`src/rtl/seq_divider_if.sv`:
```
// Handshake bundle for the sequential divider: operand request channel
// (dividend/divisor) and result response channel (quotient/remainder).
interface seq_divider_if #(
    parameter int DW = 12,
    parameter int VW = 6
);
    logic          in_valid;
    logic          in_ready;
    logic [DW-1:0] dividend;
    logic [VW-1:0] divisor;
    logic          out_valid;
    logic          out_ready;
    logic [DW-1:0] quotient;
    logic [VW-1:0] remainder;
    logic          div_by_zero;

    // Producer of operands / consumer of results
    modport master (
        output in_valid, dividend, divisor, out_ready,
        input  in_ready, out_valid, quotient, remainder, div_by_zero
    );

    // The divider itself
    modport slave (
        input  in_valid, dividend, divisor, out_ready,
        output in_ready, out_valid, quotient, remainder, div_by_zero
    );
endinterface

```
`src/rtl/seq_divider.sv`:
```
// Sequential restoring divider: one quotient bit per clock, DW iterations.
// Results are copied into dedicated output registers on entry to DONE so they
// stay valid after the handshake even when a new operation is accepted.
module seq_divider #(
    parameter int DW = 12,
    parameter int VW = 6
) (
    input  logic          clk,
    input  logic          rst,
    seq_divider_if.slave  bus
);
    localparam int CW = (DW > 1) ? $clog2(DW) : 1;

    typedef enum logic [1:0] {
        IDLE = 2'd0,
        RUN  = 2'd1,
        DONE = 2'd2
    } state_t;

    state_t        state_reg;
    state_t        state_next;

    // Working registers: Q doubles as the dividend shift register
    logic [DW-1:0] q_reg;
    logic [VW-1:0] r_reg;
    logic [VW-1:0] d_reg;
    logic [CW-1:0] cnt_reg;
    logic          dbz_reg;

    // Presented result
    logic [DW-1:0] quo_reg;
    logic [VW-1:0] rem_reg;
    logic          dbz_out_reg;

    // One restoring step
    logic [VW:0]   trial;
    logic          fits;
    logic [VW-1:0] r_step;
    logic [DW-1:0] q_step;

    // Trial subtraction of the divisor from the shifted partial remainder
    always_comb begin
        trial  = {r_reg, q_reg[DW-1]};
        fits   = (trial >= {1'b0, d_reg});
        r_step = fits ? VW'(trial - {1'b0, d_reg}) : trial[VW-1:0];
        q_step = {q_reg[DW-2:0], fits};
    end

    // State register
    always_ff @(posedge clk) begin
        if (rst) begin
            state_reg <= IDLE;
        end else begin
            state_reg <= state_next;
        end
    end

    // Next-state decode; in_ready is implied by being in IDLE
    always_comb begin
        state_next = state_reg;
        case (state_reg)
            IDLE:    if (bus.in_valid)     state_next = RUN;
            RUN:     if (cnt_reg == '0)    state_next = DONE;
            DONE:    if (bus.out_ready)    state_next = IDLE;
            default:                       state_next = IDLE;
        endcase
    end

    // Datapath: operand capture, iteration, and result capture
    always_ff @(posedge clk) begin
        if (rst) begin
            q_reg       <= '0;
            r_reg       <= '0;
            d_reg       <= '0;
            cnt_reg     <= '0;
            dbz_reg     <= 1'b0;
            quo_reg     <= '0;
            rem_reg     <= '0;
            dbz_out_reg <= 1'b0;
        end else begin
            case (state_reg)
                IDLE: begin
                    if (bus.in_valid) begin
                        q_reg   <= bus.dividend;
                        d_reg   <= bus.divisor;
                        r_reg   <= '0;
                        cnt_reg <= CW'(DW - 1);
                        dbz_reg <= (bus.divisor == '0);
                    end
                end
                RUN: begin
                    q_reg <= q_step;
                    r_reg <= r_step;
                    if (cnt_reg != '0) begin
                        cnt_reg <= cnt_reg - 1'b1;
                    end else begin
                        // Final step: publish result, forcing the divide-by-zero form
                        quo_reg     <= dbz_reg ? {DW{1'b1}} : q_step;
                        rem_reg     <= dbz_reg ? '0 : r_step;
                        dbz_out_reg <= dbz_reg;
                    end
                end
                default: ;
            endcase
        end
    end

    assign bus.in_ready    = (state_reg == IDLE);
    assign bus.out_valid   = (state_reg == DONE);
    assign bus.quotient    = quo_reg;
    assign bus.remainder   = rem_reg;
    assign bus.div_by_zero = dbz_out_reg;

endmodule

```
`src/flat_wrapper.sv`:
```
// flat-port wrapper written by rule: the top's interface ports become plain ports
module seq_divider_flat 
#(
    parameter int DW = 12,
    parameter int VW = 6
)
  (clk, rst, bus_in_valid, bus_dividend, bus_divisor, bus_out_ready, bus_in_ready, bus_out_valid, bus_quotient, bus_remainder, bus_div_by_zero);
  seq_divider_if #(.DW(DW), .VW(VW)) bus_i ();
  input  logic clk;
  input  logic rst;
  input wire logic [$bits(bus_i.in_valid)-1:0] bus_in_valid;
  input wire logic [$bits(bus_i.dividend)-1:0] bus_dividend;
  input wire logic [$bits(bus_i.divisor)-1:0] bus_divisor;
  input wire logic [$bits(bus_i.out_ready)-1:0] bus_out_ready;
  output wire logic [$bits(bus_i.in_ready)-1:0] bus_in_ready;
  output wire logic [$bits(bus_i.out_valid)-1:0] bus_out_valid;
  output wire logic [$bits(bus_i.quotient)-1:0] bus_quotient;
  output wire logic [$bits(bus_i.remainder)-1:0] bus_remainder;
  output wire logic [$bits(bus_i.div_by_zero)-1:0] bus_div_by_zero;
  assign bus_i.in_valid = bus_in_valid;
  assign bus_i.dividend = bus_dividend;
  assign bus_i.divisor = bus_divisor;
  assign bus_i.out_ready = bus_out_ready;
  assign bus_in_ready = bus_i.in_ready;
  assign bus_out_valid = bus_i.out_valid;
  assign bus_quotient = bus_i.quotient;
  assign bus_remainder = bus_i.remainder;
  assign bus_div_by_zero = bus_i.div_by_zero;
  seq_divider #(.DW(DW), .VW(VW)) u_core (.clk(clk), .rst(rst), .bus(bus_i));
endmodule
```
`config.mk`:
```
export PLATFORM = sky130hd
export DESIGN_NAME = seq_divider_flat
export DESIGN_NICKNAME = d
export VERILOG_FILES = /design/src/rtl/seq_divider_if.sv /design/src/rtl/seq_divider.sv /design/src/flat_wrapper.sv
export SDC_FILE = /design/constraint.sdc
export NUM_CORES = 1
export LEC_CHECK = 0
export CAP_MARGIN = 40
export CORE_UTILIZATION = 37
export CTS_CLUSTER_SIZE = 10
export DETAILED_ROUTE_END_ITERATION = 8
export PLACE_DENSITY = 0.65
export SLEW_MARGIN = 10
export SYNTH_ARGS = -nofsm -noshare
export SYNTH_HDL_FRONTEND = slang
export SYNTH_SLANG_ARGS = --single-unit
```
`constraint.sdc`:
```
create_clock -name clk -period 5.45 [get_ports clk]
set_clock_uncertainty 0.05 [all_clocks]
set_input_delay 1.09 -clock clk [delete_from_list [all_inputs] [get_ports clk]]
set_output_delay 1.09 -clock clk [all_outputs]
set_load 0.1 [all_outputs]
```
# Yosys cells after proc, flatten, opt, wreduce, memory -nomap -nowiden
# Cells that the tools add are included.
[word_totals]
register_bits = 50
inputBits = 22
out_inout_bits = 21
word_cells = 43
[op_classes]
n_addsub = 2
n_lt_le_gt_ge = 1
eq_ne = 6
n_mux = 14
bitwise_logic = 1
reduce_logical = 10
[op_table]
columns = ["op", "count"]
rows = [
  ["$mux W12", 2],
  ["$pmux W12 S2", 1],
  ["$mux W6", 3],
  ["$pmux W6 S2", 1],
  ["$mux W4", 2],
  ["$pmux W4 S2", 1],
  ["$ge A7 B6 Y1", 1],
  ["$logic_not A6 Y1", 1],
  ["$mux W2", 3],
  ["$pmux W2 S3", 1],
  ["$reduce_and A2 Y1", 3],
  ["$reduce_and A3 Y1", 2],
  ["$sub A6 B6 Y6", 1],
  ["$logic_not A4 Y1", 1],
  ["$ne A2 B1 Y1 const B", 2],
  ["$ne A2 B2 Y1 const B", 2],
  ["$reduce_bool A4 Y1", 1],
  ["$sub A4 B1 Y4 const B", 1],
  ["$eq A2 B1 Y1 const B", 1],
  ["$eq A2 B2 Y1 const B", 1],
  ["$logic_not A2 Y1", 1],
  ["$reduce_bool A2 Y1", 1],
  ["$not A1 Y1", 1],
]

# Longest topological paths before layout
# Gate-level depths: netlist of the first run.
[logic_depth]
depth_word = 3
ltp_mapped = 9
ltp_nobuf = 9

# Worst setup path before layout of the first run
# Ideal clock, no wire load.
[synth_timing]
path_kind = "reg2out"
from = "register u_core.state_reg[1]"
to = "output port bus_out_valid"
t_arrival_ps = 1752
required_time_ps = 4310
path_slack_ps = 2558
path_stages_with_launch = 2
path_buffers = 0
path_cell_list = "dfxtp_1 > nor2b_1"
[synth_via]
elab_chain_cells = 1
[synth_rtl]
columns = ["item", "line_no", "rtl"]
rows = [
  ["from (decl)", "seq_divider.sv:20", "state_t state_reg;"],
  ["from (signal assigned)", "seq_divider.sv:54", "state_reg <= state_next;"],
  ["$eq A2 B2 Y1", "seq_divider.sv:109", "assign bus.out_valid = (state_reg == DONE);"],
  ["to (decl)", "flat_wrapper.sv:16", "output wire logic [$bits(bus_i.out_valid)-1:0] bus_out_valid;"],
]
# No other way between the ends.

# Worst setup path after layout of the first run
# Same ends and word-level chain as after synthesis.

==> results of run 1 <==
cells in the final DEF (no fill, tap or decap), drive strengths merged, types with 4 or more instances in the layout:
cell type | Yosys | layout
inv | 11 | 11
mux2i | 6 | 6
nor2 | 44 | 44
clkdlybuf4s50 | 0 | 42
nand2 | 53 | 53
buf | 7 | 25
nor2b | 4 | 4
a211oi | 13 | 13
ha | 8 | 8
o21ai | 13 | 13
nand2b | 4 | 4
a311oi | 11 | 11
clkbuf | 8 | 7
a21oi | 13 | 13
dfxtp | 50 | 50
power by group:
group	switching [mW]	internal, mW
logic	0.273	0.185
registers	0.0296	0.406
clock network	0.113	0.102
total	0.416	0.694
stage by stage:
step / setup slack [ps] / total power, mW / instance area (µm²) / hold slack [ps] / utilization, %
floorplan: 2560 / 0.767 / 2350 / 380 / -
finish: 2680 / 1.11 / 3240 / 407 / 53.8
global placement: 2540 / 0.849 / 2800 / 390 / 46.4
CTS: 2660 / 1.12 / 3240 / 412 / 53.8
detailed placement: 2590 / 0.905 / 3150 / 401 / 52.3
global route: 2570 / 1.18 / 3240 / 424 / 53.8
metal layers:
metal	wire [µm]	up-vias	part of all wire, %	track usage (%)
met5	0	-	0	0
met4	39	0	0.77	4.21
met3	147	2	2.9	4.67
met2	2330	33	46	26.6
met1	2520	947	50	22.2
li1	-	1074	-	-
worst max-delay path, cell delays in order (launching register included):
cell,delay (ps)
dfxtp_1,400
nor2b_1,190
clkdlybuf4s50_1,540
buf_8,200
logic make-up (layout without fill, tap and decap cells):
| logic type | count (synthesis) | in the layout | synth area share (%) |
|---|---|---|---|
| fa+ha+maj | 9 | 9 | 5.10 |
| buf+inv | 26 | 86 | 5.10 |
| xor+xnor | 5 | 5 | 1.86 |
| simple gates | 117 | 117 | 20.8 |
| mux | 7 | 7 | 3.19 |
| flops | 50 | 50 | 42.5 |
| compound gates | 64 | 64 | 21.4 |
worst max path at each step:
stage / startpoint / slack (ps) / end / cells past startpoint
floorplan: u_core.state_reg[1] / 2560 / bus_out_valid / 1
global placement: rst / 2540 / u_core.bus.quotient[1] / 3
detailed placement: bus_in_valid / 2590 / u_core.cnt_reg[3] / 6
CTS: u_core.state_reg[1] / 2660 / bus_out_valid / 3
global route: u_core.state_reg[1] / 2570 / bus_out_valid / 3
finish: u_core.state_reg[1] / 2680 / bus_out_valid / 3
final cells by class:
cell class                      count  area [µm²]  area share, %
Timing Repair Buffer               67         781           24.1
Inverter                           11        41.3           1.27
Multi-Input combinational cell    202        1230           38.1
Tap cell                           75        93.8           2.89
Clock inverter                      1        5.00          0.154
Clock buffer                        7        86.3           2.66
Sequential cell                    50        1000           30.9
==> impl_metrics.csv, run 1 <==
group,metric,value,unit
clock_network,h-tree-depth,2,
synthesis,synth-seq-cells,50,
clock_network,cts.sinks,50,
sta,period_minus_slack,2770,ps
synthesis,yosysMostFrequentCell,"nand2_1",
drt,wire_per_inst,12.2,µm
worst_setup_path,start_kind,"flip-flop",
layout,final_cells,413,
layout,n_antenna_cell,0,
drt,ant_nets,0,
sta,rsz0062_at_grt,"no",
clock_network,clock_latency,300,ps
clock_network,clk_pin_slew,80,ps
outcome,outcome,"complete, no violations",
floorplan,fp-row-count,28,
drt,firstDrtPassIters,5,
synthesis,synth_edf_count,0,
placed_design,dp_hpwl,3.87,mm
sta,maxSlewHeadroom,61.3,%
worst_hold_path,worstHoldPathCells,2,
layout,fillers,564,
placed_design,io_buffers,42,
worst_setup_path,arrival,1630,ps
global_route,gr-total-overflow,0,
worst_setup_path,critPathKind,"flip-flop to primary output",
global_route,grt_pass1_wl,8.52,mm
power_and_ir_drop,leakagePower,1.22,nW
clock_network,clock_path_buffers,2,
synthesis,ys.flop_type,"dfxtp_1",
sta,worst_slew_pin_slew,579,ps
sta,min_period_over_period,50.9,%
worst_setup_path,ff2ff_path_depth,7,
floorplan,die_area,6690,µm²
global_route,antenna_found_initial,0,
sta,max_freq,361,MHz
synthesis,synth_seq_area_share,42.5,%
synthesis,synthTopCellsByArea,"dfxtp_1 43%, nand2_1 8.4%, nor2_1 7.0%, ha_1 4.3%, a311oi_1 4.1%",
worst_hold_path,hp-class,"flip-flop to flip-flop",
worst_setup_path,rrSetupSlack,3210,ps
clock_network,cts_setup_buffers,0,
global_route,grt_pass1_vias,1868,
layout,fin_nets,368,
sta,slew_violations,0,
global_route,grt_start_max_net_pins,25,
worst_setup_path,path_max_fanout,6,
synthesis,syn_inst,278,
global_route,grt_util_all_layers,16.7,%
drt,num_vias,2056,
clock_network,hold_buffers,0,
synthesis,synth_area,2350,µm²
drt,viasPerCell,4.98,
drt,drtIter0Drc,86,
synthesis,yosysUniqueCellTypes,46,
power_and_ir_drop,p_per_area,342,nW/µm²
floorplan,start_util,39.1,%
worst_setup_path,endpoint_kind,"primary output",
synthesis,ys_warn_count,0,
power_and_ir_drop,ir_worst_vdd,0.170,mV
synthesis,syn_avg_cell_area,8.47,µm²
clock_network,ctsResizeCount,0,
synthesis,ys_top_cells_by_count,"53 x nand2_1, 50 x dfxtp_1, 44 x nor2_1",
synthesis,synth.top_cell.area_share,42.5,%
synthesis,async_flop_share,0,%
drt,drt-total-wl,5.04,mm
synthesis,synth.largest_area_cell,"dfxtp_1",
floorplan,die_w,81.8,µm
worst_setup_path,r2r-start,"u_core.state_reg[0]",
synthesis,syn_nets,309,
layout,syn2layout_area_growth,37.7,%
placed_design,dp_cells,405,
worst_setup_path,crit_required,4310,ps
drt,drcViolationCount,0,
worst_hold_path,hp-start,"u_core.bus.remainder[4]",
floorplan,die_h,81.8,µm
sta,hold_viol,0,
sta,finalSetupTns,0,ps
clock_network,cts_root_buf,"clkbuf_8",
worst_hold_path,hold_path_end,"u_core.bus.remainder[4]",
layout,drive_gt1_share,14.2,%
clock_network,cts_tree,"done",
job,drv_cap,0,
floorplan,core_area,6030,µm²
sta,setup_viol,0,
placed_design,place.gp.congestion,0.796,
floorplan,io_pins,43,
worst_setup_path,reg2reg_to,"u_core.bus.remainder[0]",
clock_network,numCtsBuffers,5,
Power figures use the tool's default switching activity.
==> run 2: changes to the inputs <==
--- a/config.mk
+++ b/config.mk
@@ -9,7 +9,7 @@
 export CORE_UTILIZATION = 37
 export CTS_CLUSTER_SIZE = 10
 export DETAILED_ROUTE_END_ITERATION = 8
-export PLACE_DENSITY = 0.65
+export PLACE_DENSITY = 0.67
 export SLEW_MARGIN = 10
 export SYNTH_ARGS = -nofsm -noshare
 export SYNTH_HDL_FRONTEND = slang
==> constraint.sdc (replaced) <==
create_clock -name clk -period 2.3 [get_ports clk]
set_clock_uncertainty 0.05 [all_clocks]
set_input_delay 0.46 -clock clk [delete_from_list [all_inputs] [get_ports clk]]
set_output_delay 0.46 -clock clk [all_outputs]
set_load 0.1 [all_outputs]
==> impl_metrics.csv, run 2 (synthesis results as in run 1) <==
group,metric,value,unit
outcome,outcome,"complete, no violations",
worst_hold_path,hp-class,"flip-flop to flip-flop",
drt,drt-total-wl,5.29,mm
layout,fin_nets,353,
sta,period_minus_slack,2000,ps
sta,min_period_over_period,86.9,%
sta,setup_viol,0,
floorplan,start_util,39.1,%
clock_network,cts.sinks,50,
global_route,antenna_found_initial,0,
worst_setup_path,endpoint_kind,"flip-flop",
floorplan,fp-row-count,28,
drt,wire_per_inst,13.3,µm
layout,final_cells,397,
clock_network,h-tree-depth,2,
placed_design,place.gp.congestion,0.822,
drt,num_vias,2008,
placed_design,dp_hpwl,4.04,mm
layout,multi_input_area,1240,µm²
layout,layout_commonest_cell,"nand2_1",
clock_network,cts_setup_buffers,0,
power_and_ir_drop,p_per_area,859,nW/µm²
floorplan,core_area,6030,µm²
clock_network,clock_path_buffers,2,
worst_hold_path,worstHoldPathCells,2,
sta,hold_viol,0,
layout,syn2layout_area_growth,23.4,%
sta,worst_slew_pin_slew,500,ps
worst_setup_path,crit_required,2480,ps
sta,maxSlewHeadroom,66.7,%
layout,drive_gt1_share,17.1,%
global_route,grt_pass1_vias,1885,
drt,drtIter0Drc,125,
placed_design,dp_cells,390,
sta,slew_violations,0,
sta,rsz0062_at_grt,"no",
layout,ff_latch_area,1000,µm²
global_route,gr-total-overflow,0,
clock_network,numCtsBuffers,5,
global_route,grt_util_all_layers,17.0,%
drt,ant_nets,0,
worst_setup_path,start_kind,"flip-flop",
clock_network,clock_latency,290,ps
sta,finalSetupTns,0,ps
clock_network,clk_pin_slew,90,ps
sta,max_freq,500,MHz
global_route,grt_pass1_wl,8.74,mm
clock_network,hold_buffers,0,
worst_setup_path,arrival,2180,ps
worst_setup_path,ff2ff_path_depth,7,
worst_setup_path,critPathKind,"flip-flop to flip-flop",
floorplan,die_w,81.8,µm
power_and_ir_drop,ir_worst_vdd,0.346,mV
layout,fillers,591,
floorplan,die_h,81.8,µm
power_and_ir_drop,leakagePower,1.14,nW
placed_design,io_buffers,42,
clock_network,cts_root_buf,"clkbuf_8",
drt,viasPerCell,5.06,
drt,drcViolationCount,0,
floorplan,io_pins,43,
layout,n_antenna_cell,0,
job,drv_cap,0,
clock_network,ctsResizeCount,0,
drt,firstDrtPassIters,5,
worst_setup_path,path_max_fanout,8,
clock_network,cts_tree,"done",
floorplan,die_area,6690,µm²
layout,final_cell_mix,"53 x nand2_1, 50 x dfxtp_1, 43 x nor2_1",
global_route,grt_start_max_net_pins,23,
run 2: cell count changes in the layout (fill, tap and decap cells not counted):
cell	change
buf_4	+28
buf_8	-23
clkdlybuf4s50_1	-21
buf_12	+1
clkbuf_1	-1
clkbuf_8	-1
clkinv_2	+1
nor2_1	-1
nor2_2	+1
run 2: cell type report:
type,count,area share [%]
inverters,11,1.42
flip-flops and latches,50,34.4
well taps,75,3.23
repair buffers,52,15.7
clock buffers,5,2.37
clock inverters,2,0.344
multi-input cells,202,42.5
run 2: where the power goes:
| part | internal [mW] | leakage (nW) | total, mW | switching (mW) |
|---|---|---|---|---|
| logic | 0.352 | 0.685 | 0.989 | 0.637 |
| clock network | 0.205 | 0.0438 | 0.475 | 0.270 |
| registers | 0.962 | 0.409 | 1.03 | 0.0713 |
| total | 1.52 | 1.14 | 2.50 | 0.978 |
run 2: path summary, 6_finish.rpt:
path | from | endpoint | slack [ps]
hold reg to reg | u_core.bus.remainder[2] | u_core.bus.remainder[2] | 400
hold / removal | u_core.bus.remainder[2] | u_core.bus.remainder[2] | 400
setup / recovery | u_core.d_reg[2] | u_core.r_reg[0] | 300
setup reg to reg | u_core.d_reg[2] | u_core.r_reg[0] | 300
run 2: worst max-delay path, cell delays in order (launching register included):
cell,delay [ps]
dfxtp_1,340
inv_1,50
ha_1,380
a21o_1,220
a31oi_2,200
o221ai_4,230
mux2_4,370
o21ai_2,100
run 2: metal layers:
metal / part of all wire (%) / vias to the layer above / global-route usage (%)
li1: - / 1045 / -
met1: 50 / 919 / 23.8
met2: 46 / 42 / 25.9
met3: 3.5 / 2 / 3.33
met4: 0.32 / 0 / 5.79
met5: 0 / - / 0
run 2: through the flow:
step	power [mW]	area (µm²)	util (%)	setup slack (ps)	hold slack, ps
after floorplan	1.82	2360	-	19.8	380
after global placement	2.02	2830	46.9	395	388
after detailed placement	2.04	2830	46.9	319	394
after CTS	2.52	2910	48.2	288	405
after global routing	2.65	2910	48.2	199	424
final	2.50	2910	48.2	302	399
